File: src/rtl/boids_pkg.sv
// Shared fixed-point types, screen-edge constants and FSM encoding for the boid pass scheduler.
package boids_pkg;

  localparam int unsigned W         = 27;
  localparam int unsigned FRAC_BITS = 15;

  typedef logic signed [W-1:0] fix_t;

  localparam fix_t FIX_MAX = fix_t'({1'b0, {(W-1){1'b1}}});
  localparam fix_t FIX_MIN = fix_t'({1'b1, {(W-1){1'b0}}});

  localparam fix_t EDGE_LEFT   = fix_t'(100 << FRAC_BITS);
  localparam fix_t EDGE_RIGHT  = fix_t'(540 << FRAC_BITS);
  localparam fix_t EDGE_TOP    = fix_t'(100 << FRAC_BITS);
  localparam fix_t EDGE_BOTTOM = fix_t'(380 << FRAC_BITS);

  typedef enum logic [2:0] {
    S_IDLE,
    S_READ,
    S_CALC,
    S_WRITE,
    S_DONE
  } sched_state_t;

  // Signed add in W+1 bits, clipped back into the fix_t range instead of wrapping.
  function automatic fix_t sat_add(input fix_t a, input fix_t b);
    logic signed [W:0] s;
    s = {a[W-1], a} + {b[W-1], b};
    if (s[W] != s[W-1]) begin
      return s[W] ? FIX_MIN : FIX_MAX;
    end
    return fix_t'(s[W-1:0]);
  endfunction

endpackage

File: src/rtl/boid_update_sched_if.sv
// Control, parameter and boid-memory signals between the scheduler (master) and its environment (slave).
interface boid_update_sched_if #(
  parameter int unsigned IDX_W = 6
);
  import boids_pkg::*;

  logic             start;
  fix_t             turnfactor;
  fix_t             maxspeed;
  logic             busy;
  logic             done;

  logic             rd_en;
  logic [IDX_W-1:0] rd_addr;
  fix_t             rd_x;
  fix_t             rd_y;
  fix_t             rd_vx;
  fix_t             rd_vy;

  logic             wr_en;
  logic [IDX_W-1:0] wr_addr;
  fix_t             wr_x;
  fix_t             wr_y;
  fix_t             wr_vx;
  fix_t             wr_vy;

  modport master (
    input  start, turnfactor, maxspeed,
    input  rd_x, rd_y, rd_vx, rd_vy,
    output busy, done,
    output rd_en, rd_addr,
    output wr_en, wr_addr, wr_x, wr_y, wr_vx, wr_vy
  );

  modport slave (
    output start, turnfactor, maxspeed,
    output rd_x, rd_y, rd_vx, rd_vy,
    input  busy, done,
    input  rd_en, rd_addr,
    input  wr_en, wr_addr, wr_x, wr_y, wr_vx, wr_vy
  );

endinterface

File: src/rtl/bound_check.sv
// Screen-edge steering: nudges velocity back toward the interior when a boid is strictly past an edge.
module bound_check
  import boids_pkg::*;
(
  input  fix_t i_x,
  input  fix_t i_y,
  input  fix_t i_vx,
  input  fix_t i_vy,
  input  fix_t i_turnfactor,
  output fix_t o_vx_c,
  output fix_t o_vy_c
);

  fix_t w_neg_tf;

  assign w_neg_tf = fix_t'(-i_turnfactor);

  always_comb begin
    o_vx_c = i_vx;
    o_vy_c = i_vy;
    if (i_x < EDGE_LEFT) begin
      o_vx_c = sat_add(i_vx, i_turnfactor);
    end else if (i_x > EDGE_RIGHT) begin
      o_vx_c = sat_add(i_vx, w_neg_tf);
    end
    if (i_y < EDGE_TOP) begin
      o_vy_c = sat_add(i_vy, i_turnfactor);
    end else if (i_y > EDGE_BOTTOM) begin
      o_vy_c = sat_add(i_vy, w_neg_tf);
    end
  end

endmodule

File: src/rtl/boid_update_sched.sv
// Per-frame pass over all boids: read state, steer off edges, clamp speed, advance position, write back.
module boid_update_sched
  import boids_pkg::*;
#(
  parameter int unsigned N_BOIDS = 64,
  parameter int unsigned IDX_W   = 6
) (
  input logic                 clk,
  input logic                 reset,
  boid_update_sched_if.master bus
);

  localparam logic [IDX_W-1:0] LAST_IDX = IDX_W'(N_BOIDS - 1);

  sched_state_t     r_state;
  sched_state_t     w_state_nxt;
  logic [IDX_W-1:0] r_idx;
  fix_t             r_turnfactor;
  fix_t             r_maxspeed;

  logic r_busy, r_done, r_rd_en, r_wr_en;
  logic w_busy_nxt, w_done_nxt, w_rd_en_nxt, w_wr_en_nxt;

  logic [IDX_W-1:0] r_wr_addr;
  fix_t             r_wr_x, r_wr_y, r_wr_vx, r_wr_vy;

  logic w_accept;
  logic w_last;
  fix_t w_vx_chk, w_vy_chk;
  fix_t w_vx_lim, w_vy_lim;
  fix_t w_neg_max;
  fix_t w_x_new, w_y_new;

  assign w_accept = (r_state == S_IDLE) && bus.start;
  assign w_last   = (r_idx == LAST_IDX);

  // State register; outputs are registered from the next-state decode so they align with the state.
  always_ff @(posedge clk or posedge reset) begin
    if (reset) begin
      r_state <= S_IDLE;
      r_busy  <= 1'b0;
      r_done  <= 1'b0;
      r_rd_en <= 1'b0;
      r_wr_en <= 1'b0;
    end else begin
      r_state <= w_state_nxt;
      r_busy  <= w_busy_nxt;
      r_done  <= w_done_nxt;
      r_rd_en <= w_rd_en_nxt;
      r_wr_en <= w_wr_en_nxt;
    end
  end

  always_comb begin
    w_state_nxt = r_state;
    case (r_state)
      S_IDLE:  if (bus.start) w_state_nxt = S_READ;
      S_READ:  w_state_nxt = S_CALC;
      S_CALC:  w_state_nxt = S_WRITE;
      S_WRITE: w_state_nxt = w_last ? S_DONE : S_READ;
      S_DONE:  w_state_nxt = S_IDLE;
      default: w_state_nxt = S_IDLE;
    endcase
  end

  always_comb begin
    w_busy_nxt  = 1'b0;
    w_done_nxt  = 1'b0;
    w_rd_en_nxt = 1'b0;
    w_wr_en_nxt = 1'b0;
    case (w_state_nxt)
      S_READ:  begin w_busy_nxt = 1'b1; w_rd_en_nxt = 1'b1; end
      S_CALC:  w_busy_nxt = 1'b1;
      S_WRITE: begin w_busy_nxt = 1'b1; w_wr_en_nxt = 1'b1; end
      S_DONE:  begin w_busy_nxt = 1'b1; w_done_nxt = 1'b1; end
      default: w_busy_nxt = 1'b0;
    endcase
  end

  bound_check u_bound_check (
    .i_x          (bus.rd_x),
    .i_y          (bus.rd_y),
    .i_vx         (bus.rd_vx),
    .i_vy         (bus.rd_vy),
    .i_turnfactor (r_turnfactor),
    .o_vx_c       (w_vx_chk),
    .o_vy_c       (w_vy_chk)
  );

  // Symmetric per-axis clamp; values exactly at +/-maxspeed pass through.
  assign w_neg_max = fix_t'(-r_maxspeed);
  assign w_vx_lim  = (w_vx_chk > r_maxspeed) ? r_maxspeed :
                     ((w_vx_chk < w_neg_max) ? w_neg_max : w_vx_chk);
  assign w_vy_lim  = (w_vy_chk > r_maxspeed) ? r_maxspeed :
                     ((w_vy_chk < w_neg_max) ? w_neg_max : w_vy_chk);
  assign w_x_new   = sat_add(bus.rd_x, w_vx_lim);
  assign w_y_new   = sat_add(bus.rd_y, w_vy_lim);

  always_ff @(posedge clk or posedge reset) begin
    if (reset) begin
      r_idx        <= '0;
      r_turnfactor <= '0;
      r_maxspeed   <= '0;
      r_wr_addr    <= '0;
      r_wr_x       <= '0;
      r_wr_y       <= '0;
      r_wr_vx      <= '0;
      r_wr_vy      <= '0;
    end else begin
      if (w_accept) begin
        r_idx        <= '0;
        r_turnfactor <= bus.turnfactor;
        r_maxspeed   <= bus.maxspeed;
      end
      if (r_state == S_CALC) begin
        r_wr_addr <= r_idx;
        r_wr_x    <= w_x_new;
        r_wr_y    <= w_y_new;
        r_wr_vx   <= w_vx_lim;
        r_wr_vy   <= w_vy_lim;
      end
      if ((r_state == S_WRITE) && !w_last) begin
        r_idx <= r_idx + IDX_W'(1);
      end
    end
  end

  assign bus.busy    = r_busy;
  assign bus.done    = r_done;
  assign bus.rd_en   = r_rd_en;
  assign bus.rd_addr = r_idx;
  assign bus.wr_en   = r_wr_en;
  assign bus.wr_addr = r_wr_addr;
  assign bus.wr_x    = r_wr_x;
  assign bus.wr_y    = r_wr_y;
  assign bus.wr_vx   = r_wr_vx;
  assign bus.wr_vy   = r_wr_vy;

endmodule
File: src/flat_wrapper.sv
// flat-port wrapper written by rule: the top's interface ports become plain ports
module boid_update_sched_flat import boids_pkg::*;
#(
  parameter int unsigned N_BOIDS = 64,
  parameter int unsigned IDX_W   = 6
)
  (clk, reset, bus_start, bus_turnfactor, bus_maxspeed, bus_rd_x, bus_rd_y, bus_rd_vx, bus_rd_vy, bus_busy, bus_done, bus_rd_en, bus_rd_addr, bus_wr_en, bus_wr_addr, bus_wr_x, bus_wr_y, bus_wr_vx, bus_wr_vy);
  boid_update_sched_if #(.IDX_W(IDX_W)) bus_i ();
  input logic clk;
  input logic reset;
  input wire logic [$bits(bus_i.start)-1:0] bus_start;
  input wire logic [$bits(bus_i.turnfactor)-1:0] bus_turnfactor;
  input wire logic [$bits(bus_i.maxspeed)-1:0] bus_maxspeed;
  input wire logic [$bits(bus_i.rd_x)-1:0] bus_rd_x;
  input wire logic [$bits(bus_i.rd_y)-1:0] bus_rd_y;
  input wire logic [$bits(bus_i.rd_vx)-1:0] bus_rd_vx;
  input wire logic [$bits(bus_i.rd_vy)-1:0] bus_rd_vy;
  output wire logic [$bits(bus_i.busy)-1:0] bus_busy;
  output wire logic [$bits(bus_i.done)-1:0] bus_done;
  output wire logic [$bits(bus_i.rd_en)-1:0] bus_rd_en;
  output wire logic [$bits(bus_i.rd_addr)-1:0] bus_rd_addr;
  output wire logic [$bits(bus_i.wr_en)-1:0] bus_wr_en;
  output wire logic [$bits(bus_i.wr_addr)-1:0] bus_wr_addr;
  output wire logic [$bits(bus_i.wr_x)-1:0] bus_wr_x;
  output wire logic [$bits(bus_i.wr_y)-1:0] bus_wr_y;
  output wire logic [$bits(bus_i.wr_vx)-1:0] bus_wr_vx;
  output wire logic [$bits(bus_i.wr_vy)-1:0] bus_wr_vy;
  assign bus_i.start = bus_start;
  assign bus_i.turnfactor = bus_turnfactor;
  assign bus_i.maxspeed = bus_maxspeed;
  assign bus_i.rd_x = bus_rd_x;
  assign bus_i.rd_y = bus_rd_y;
  assign bus_i.rd_vx = bus_rd_vx;
  assign bus_i.rd_vy = bus_rd_vy;
  assign bus_busy = bus_i.busy;
  assign bus_done = bus_i.done;
  assign bus_rd_en = bus_i.rd_en;
  assign bus_rd_addr = bus_i.rd_addr;
  assign bus_wr_en = bus_i.wr_en;
  assign bus_wr_addr = bus_i.wr_addr;
  assign bus_wr_x = bus_i.wr_x;
  assign bus_wr_y = bus_i.wr_y;
  assign bus_wr_vx = bus_i.wr_vx;
  assign bus_wr_vy = bus_i.wr_vy;
  boid_update_sched #(.N_BOIDS(N_BOIDS), .IDX_W(IDX_W)) u_core (.clk(clk), .reset(reset), .bus(bus_i));
endmodule
File: config.mk
export PLATFORM = sky130hd
export DESIGN_NAME = boid_update_sched_flat
export DESIGN_NICKNAME = d
export VERILOG_FILES = /design/src/rtl/boids_pkg.sv /design/src/rtl/boid_update_sched_if.sv /design/src/rtl/bound_check.sv /design/src/rtl/boid_update_sched.sv /design/src/flat_wrapper.sv
export SDC_FILE = /design/constraint.sdc
export NUM_CORES = 1
export LEC_CHECK = 0
export ABC_AREA = 1
export ABC_CLOCK_PERIOD_IN_PS = 22500
export BUFFER_PORTS_ARGS = -buffer_cell sky130_fd_sc_hd__buf_2
export CAP_MARGIN = 10
export CELL_PAD_IN_SITES_DETAIL_PLACEMENT = 0
export CELL_PAD_IN_SITES_GLOBAL_PLACEMENT = 2
export CORE_AREA = 8 8 297 270
export CTS_CLUSTER_DIAMETER = 30
export DETAILED_ROUTE_END_ITERATION = 7
export DIE_AREA = 0 0 305 278
export PLACE_DENSITY_LB_ADDON = 0.1
export SYNTH_ARGS = -nofsm -noshare
export SYNTH_HDL_FRONTEND = slang
export SYNTH_SLANG_ARGS = --single-unit
File: constraint.sdc
create_clock -name clk -period 22.5 [get_ports clk]
set_input_delay 1.125 -clock clk [delete_from_list [all_inputs] [get_ports clk]]
set_output_delay 1.125 -clock clk [all_outputs]
set_load 0.03 [all_outputs]
# Word-level counts from Yosys, hierarchy flattened
# Index checks and enable logic that the tools add are counted.
# totals
mem_bits_rw,0
romBits,0
memories,0
elab_cells,97
reg_bits,181
in_bits,165
latch_bits,0
out_inout_bits,124
# op_classes
eq_ne,14
n_bitwise,0
n_shift,0
addsub,9
muxes,47
n_div,0
magnitude_cmp,8
multipliers,0
n_reduce_logical,6
# op_table
cell,n
27-bit two-way mux,26
27-bit by 27-bit adder with 28-bit output,6
27-bit greater-than comparator,2
27-bit by 23-bit < comparator with 1-bit output (second input constant),2
27-bit < comparator,2
27-bit negation,2
27-bit by 25-bit greater-than comparator with 1-bit output (second input constant),1
27-bit by 26-bit greater-than comparator with 1-bit output (second input constant),1
1-bit two-way mux,16
3-bit by 2-bit == test with 1-bit output (second input constant),4
6-bit two-way mux,2
3-bit one-hot mux with 4 select lines,1
6-bit by 1-bit adder with 6-bit output (second input constant),1
3-bit by 1-bit == test with 1-bit output (second input constant),2
6-bit == test (second input constant),1
3-bit two-way mux,2
1-bit != test,6
4-bit OR reduction,1
3-bit == test (second input constant),1
3-bit zero test,1
1-bit logical AND,2
2-bit nonzero test,1
1-bit zero test,1

# Depth between registers and ports, before layout
# logic_depth
depth_word,16
ltp_mapped,65
mapped_depth_nobuf,65

# By module
# From an unflattened synthesis, not the netlist that was laid out.
# hier_totals
cells_unflattened,3892
area_unflattened_um2,24333.3
# modules_own_cells
module,area_per_inst_um2,n_inst,cells_per_inst
boid_update_sched,14515.2,1,1968
bound_check,9818.2,1,1924

# Worst setup path after synthesis
# OpenSTA, ideal clock, no wires.
# synth_timing
path_type,flip-flop to flip-flop
from,register u_core.r_turnfactor[1]
to,register u_core.r_wr_x[12] (netlist: u_core.bus.wr_x[12])
t_arrival_ns,7.799
stages_incl_launch_ff,62
t_required_ns,22.377
period_less_slack_ns,7.922
path_slack_ns,14.578
setup_time_ns,0.123
cell_sequence,dfrtp_1 -> inv_1 -> ha_1 -> nand3_1 -> nor2_1 -> nand2_1 -> nor3_2 -> nand3_1 -> nor3_2 -> nand4_1 -> nor2_1 -> xor2_1 -> inv_1 -> ha_1 -> nand2_1 -> nor2_1 -> nand2_1 -> nor2_1 -> [... 26 more ...] -> inv_1 -> nand2_1 -> and2_1 -> ha_1 -> inv_1 -> fa_1 -> inv_1 -> nand3_1 -> nand2_1 -> a21boi_2 -> o21ai_2 -> nand3_1 -> nand2_1 -> xor2_2 -> nand2_2 -> buf_2 -> nand3_1 -> nand3_2
# synth_via
elab_chain_cells,16
# synth_rtl
element,line_no,text
from (decl),boid_update_sched.sv:18,fix_t r_turnfactor;
from (signal assigned),boid_update_sched.sv:112,r_turnfactor <= bus.turnfactor;
27-bit negation,bound_check.sv:16,assign w_neg_tf = fix_t'(-i_turnfactor);
27-bit by 27-bit adder with 28-bit output,boids_pkg.sv:28,"s = {a[W-1], a} + {b[W-1], b};"
1-bit != test,boids_pkg.sv:29,if (s[W] != s[W-1]) begin
1-bit two-way mux,boids_pkg.sv:29,
1-bit two-way mux,bound_check.sv:23,end else if (i_x > EDGE_RIGHT) begin
1-bit two-way mux,bound_check.sv:21,if (i_x < EDGE_LEFT) begin
27-bit two-way mux,boids_pkg.sv:32,return fix_t'(s[W-1:0]);
27-bit two-way mux,bound_check.sv:23,
27-bit two-way mux (*),bound_check.sv:21,
27-bit < comparator,boid_update_sched.sv:93,((w_vx_chk < w_neg_max) ? w_neg_max : w_vx_chk);
27-bit two-way mux,boid_update_sched.sv:93,
27-bit two-way mux (*),boid_update_sched.sv:92,assign w_vx_lim = (w_vx_chk > r_maxspeed) ? r_maxspeed :
net u_core.w_vx_lim[0],boid_update_sched.sv:30,"fix_t w_vx_lim, w_vy_lim;"
27-bit by 27-bit adder with 28-bit output (*),boids_pkg.sv:28,
27-bit two-way mux or 1-bit != test (tied branches),"boids_pkg.sv:30, boids_pkg.sv:29",
27-bit two-way mux or 1-bit two-way mux (tied branches),boids_pkg.sv:29,
27-bit two-way mux (*),boids_pkg.sv:32,
to (signal assigned),boid_update_sched.sv:117,r_wr_x <= w_x_new;
to (decl),boid_update_sched.sv:25,"fix_t r_wr_x, r_wr_y, r_wr_vx, r_wr_vy;"
# Mark *: on every way through the listed nets, which the timed path passes. The rest lies on a longest branch. The select of a mux whose other input is x is not followed.
# A chain may end at the register's enable or synchronous reset.

# Worst setup path after layout
# layout_timing
from,register u_core.r_turnfactor[1]
to,register u_core.r_wr_x[24] (netlist: u_core.bus.wr_x[24])
# The elaborated chain is that of the path after synthesis.

==> key figures <==
CTS
  – CTS tree: built
  – Cts bufs inserted: 17
  – Max Root-Sink Buffers: 2
  – Clk root buf: clkbuf_16
  – H-tree Lvls: 4
  – # resized after CTS: 0
  – Postcts setup bufs: 0
  – Hold buffer count at cts: 0
  – Clk_lat worst skew: 510 ps
  – Worst-path clk slew: 90 ps
  – Num Clock Sinks: ~180

Logic synthesis
  – Number of flops mapped to enable cells by yosys: 0
  – Dominant synthesized flop cell: dfrtp_1
  – Syn Area/Cell: 5.86 um^2
  – Syn Std Cell Area: 0.0261 mm^2
  – Yosys reg bits: approximately 180
  – Ys async rst share: 100%
  – Leading area contributor after synthesis: nand2_1
  – Yosys cell types: 58
  – YS warnings: 0
  – Synth Instances: 4,447
  – Synth top area cells: nand2_1 22%, dfrtp_1 17%, ha_1 13%
  – Count leader, synth: nand2_1
  – Yosys top cell area share: 22.2%
  – Syn Nets: ~4,900
  – Most frequent cells after synthesis: 1,545 x nand2_1, 672 x inv_1, 495 x nand3_1
  – Post-synthesis sequential area ratio: 17.4%

Die
  – Core area: 0.0753 mm^2
  – Top Ports: 289
  – Die area: 0.0848 mm^2
  – Starting density of the core: around a third
  – Rows: 96
  – Die span in y: 278 um
  – Die Wd: 305 um

Routing
  – # DRC: 0
  – WL/cell: 21.5 um
  – DR vias: 29,300
  – Detailed Routing Iterations Pass 1: 6
  – Via-to-Cell Ratio: 5.18
  – DRT antenna net count: 0
  – Routed Wire Length: 121 mm
  – Starting DRT DRC Count: ~2,300

Placement
  – Port Buffers: 288
  – Post-Place Setup Slack: 11,650 ps
  – Hpwl dp: approximately 100 mm
  – Placer Congestion: 0.967

Cells and area
  – Fin nets: 5,119
  – Synth-to-Final Area Change: 11.0%
  – Diode count: 0
  – Share of cells above drive strength 1: 9.12%

Global route
  – GR Util All Layers: 27.9%
  – Vias in the first global route: ~28,000
  – Total congestion overflow: 0
  – First-pass GRT wire length: 180 mm
  – Largest net degree at the start of global routing: 123
  – Initial antenna violation count: 2

STA
  – Fin. max-slew vios: 0
  – RSZ-0062 raised after global routing: no
  – Post-route setup TNS: 0 ps
  – Fmax: just over 90 MHz
  – Final setup violation count: 0
  – Max-slew headroom at the worst pin: about 11%
  – Post-route minimum period: 10,940 ps
  – Clk_skew: 24.7 ps
  – Hold Fails Final Rpt: 0
  – Final worst-path cycle share: 48.6%
  – Least-Margin Pin Slew: between 1000 and 1500 ps
  – Final setup margin: 11,560 ps

Critical path
  – Reg2Reg Setup Slack: ~12,000 ps
  – Reg2reg start: u_core.r_turnfactor[1]
  – Most numerous cell on the critical path: nand2_1
  – Worst Reg-to-Reg Cells: 58
  – CP Capture Type: register
  – Slowest Stage Delay on Critical Path: just over 700 ps
  – Worst flop-to-flop path endpoint: u_core.bus.wr_x[24]
  – CP required: about 23,000 ps
  – WS Path Type: register to register
  – Type of origin of the critical path: register
  – Slowest stage cell, crit path: clkinv_1
  – Worst-path fanout max: 27
  – Data arrival time of the worst path: ~11,000 ps

Status
  – Status: finished clean

Flow run
  – Maximum capacitance violations: 0

Worst hold path
  – Worst Hold Depth: 2
  – Hold Crit Endpoint: u_core.bus.wr_vx[2]
  – Worst hold-check path type: register to register
  – Worst hold start: u_core.bus.wr_vx[2]
## layer usage
metal  global-route usage [%]  share of wire [%]
met5                        0                  0
met4                     6.70                2.2
met3                     5.69                6.7
met2                     44.7                 44
met1                     38.3                 47
## cell type report
class | count | area [um^2]
fillers | 8724 | 46400
multi-input cells | 3483 | 18400
flip-flops and latches | 181 | 4530
inverters | 687 | 2590
repair buffers | 298 | 1520
well taps | 980 | 1230
clock buffers | 17 | 425
clock inverters | 15 | 213
## critical path: cells and delay by family, from the launching register on
kind / cells / cell delay [ps]
flip-flops: 1 / 520
XOR/XNOR: 3 / 580
AND/OR/NAND/NOR: 35 / 5510
adder cells (fa/ha/maj): 6 / 1980
AO/OA/AOI/OAI: 6 / 830
buffers and inverters: 8 / 1370
## flip-flops by register name, indices dropped and copies added, names as in the netlist
signal / count
u_core.bus.done: 1
u_core.bus.rd_en: 1
u_core.bus.rd_addr: 6
u_core.r_maxspeed: 27
u_core.bus.wr_addr: 6
u_core.bus.wr_vx: 27
u_core.bus.wr_y: 27
u_core.bus.wr_vy: 27
u_core.r_turnfactor: 27
u_core.bus.wr_x: 27
u_core.r_state: 3
u_core.bus.busy: 1
u_core.bus.wr_en: 1
## cells by family (layout without fill, tap and decap cells)
kind of cell / count (synthesis) / after routing / share of synthesized area [%]
and+or+nand+nor: 2561 / 2561 / 41.9
AOI/OAI and AO/OA: 539 / 539 / 11.6
adders and majority gates: 286 / 286 / 13.9
DFF: 181 / 181 / 17.4
buffers and inverters: 783 / 1017 / 11.9
xor gates and xnor gates: 97 / 97 / 3.29
## how the worst max path moves through the flow
stage / slack (ps) / startpoint / end / cells past startpoint
floorplan: 14580 / u_core.r_turnfactor[1] / u_core.bus.wr_x[12] / 61
global placement: 11780 / u_core.r_turnfactor[1] / u_core.bus.wr_x[24] / 57
detailed placement: 11650 / u_core.r_turnfactor[1] / u_core.bus.wr_x[24] / 58
CTS: 11620 / u_core.r_turnfactor[1] / u_core.bus.wr_x[24] / 58
global route: 10450 / u_core.r_turnfactor[1] / u_core.bus.wr_x[24] / 58
finish: 11560 / u_core.r_turnfactor[1] / u_core.bus.wr_x[24] / 58
## placed cells by master (no fill, tap or decap), types with 11 or more instances in the layout
| master | Yosys | routed |
|---|---|---|
| nand3b_1 | 11 | 11 |
| a21boi_1 | 49 | 49 |
| xor2_1 | 76 | 76 |
| o21a_1 | 12 | 12 |
| xnor2_1 | 20 | 20 |
| nand2_2 | 14 | 14 |
| nor4_1 | 15 | 14 |
| nand2_1 | 1545 | 1545 |
| and2_1 | 13 | 13 |
| o21ai_1 | 12 | 12 |
| nand3_1 | 495 | 495 |
| inv_1 | 672 | 671 |
| o21ai_0 | 163 | 163 |
| clkbuf_16 | 0 | 17 |
| ha_1 | 280 | 280 |
| nand4_1 | 64 | 64 |
| o21bai_1 | 14 | 14 |
| or2_2 | 17 | 17 |
| nand3_2 | 18 | 18 |
| nor3_1 | 33 | 32 |
| buf_2 | 34 | 288 |
| a21oi_1 | 251 | 251 |
| nor2_1 | 302 | 302 |
| dfrtp_1 | 181 | 181 |
## per-stage QoR
stage | cells | util [%] | area [um^2] | hold WS (ps)
final | 5661 | 38.4 | 28900 | 477
after global routing | 5661 | 38.4 | 28900 | 504
after CTS | 5661 | 38.4 | 28900 | 477
after detailed placement | 5629 | 37.6 | 28300 | 459
after global placement | 5629 | 37.6 | 28300 | 451
after floorplan | 4447 | - | 26100 | 502
Power is left out: the tool's default activity adds up to more than one toggle a clock period on the data nets, which glitch-free logic cannot reach.
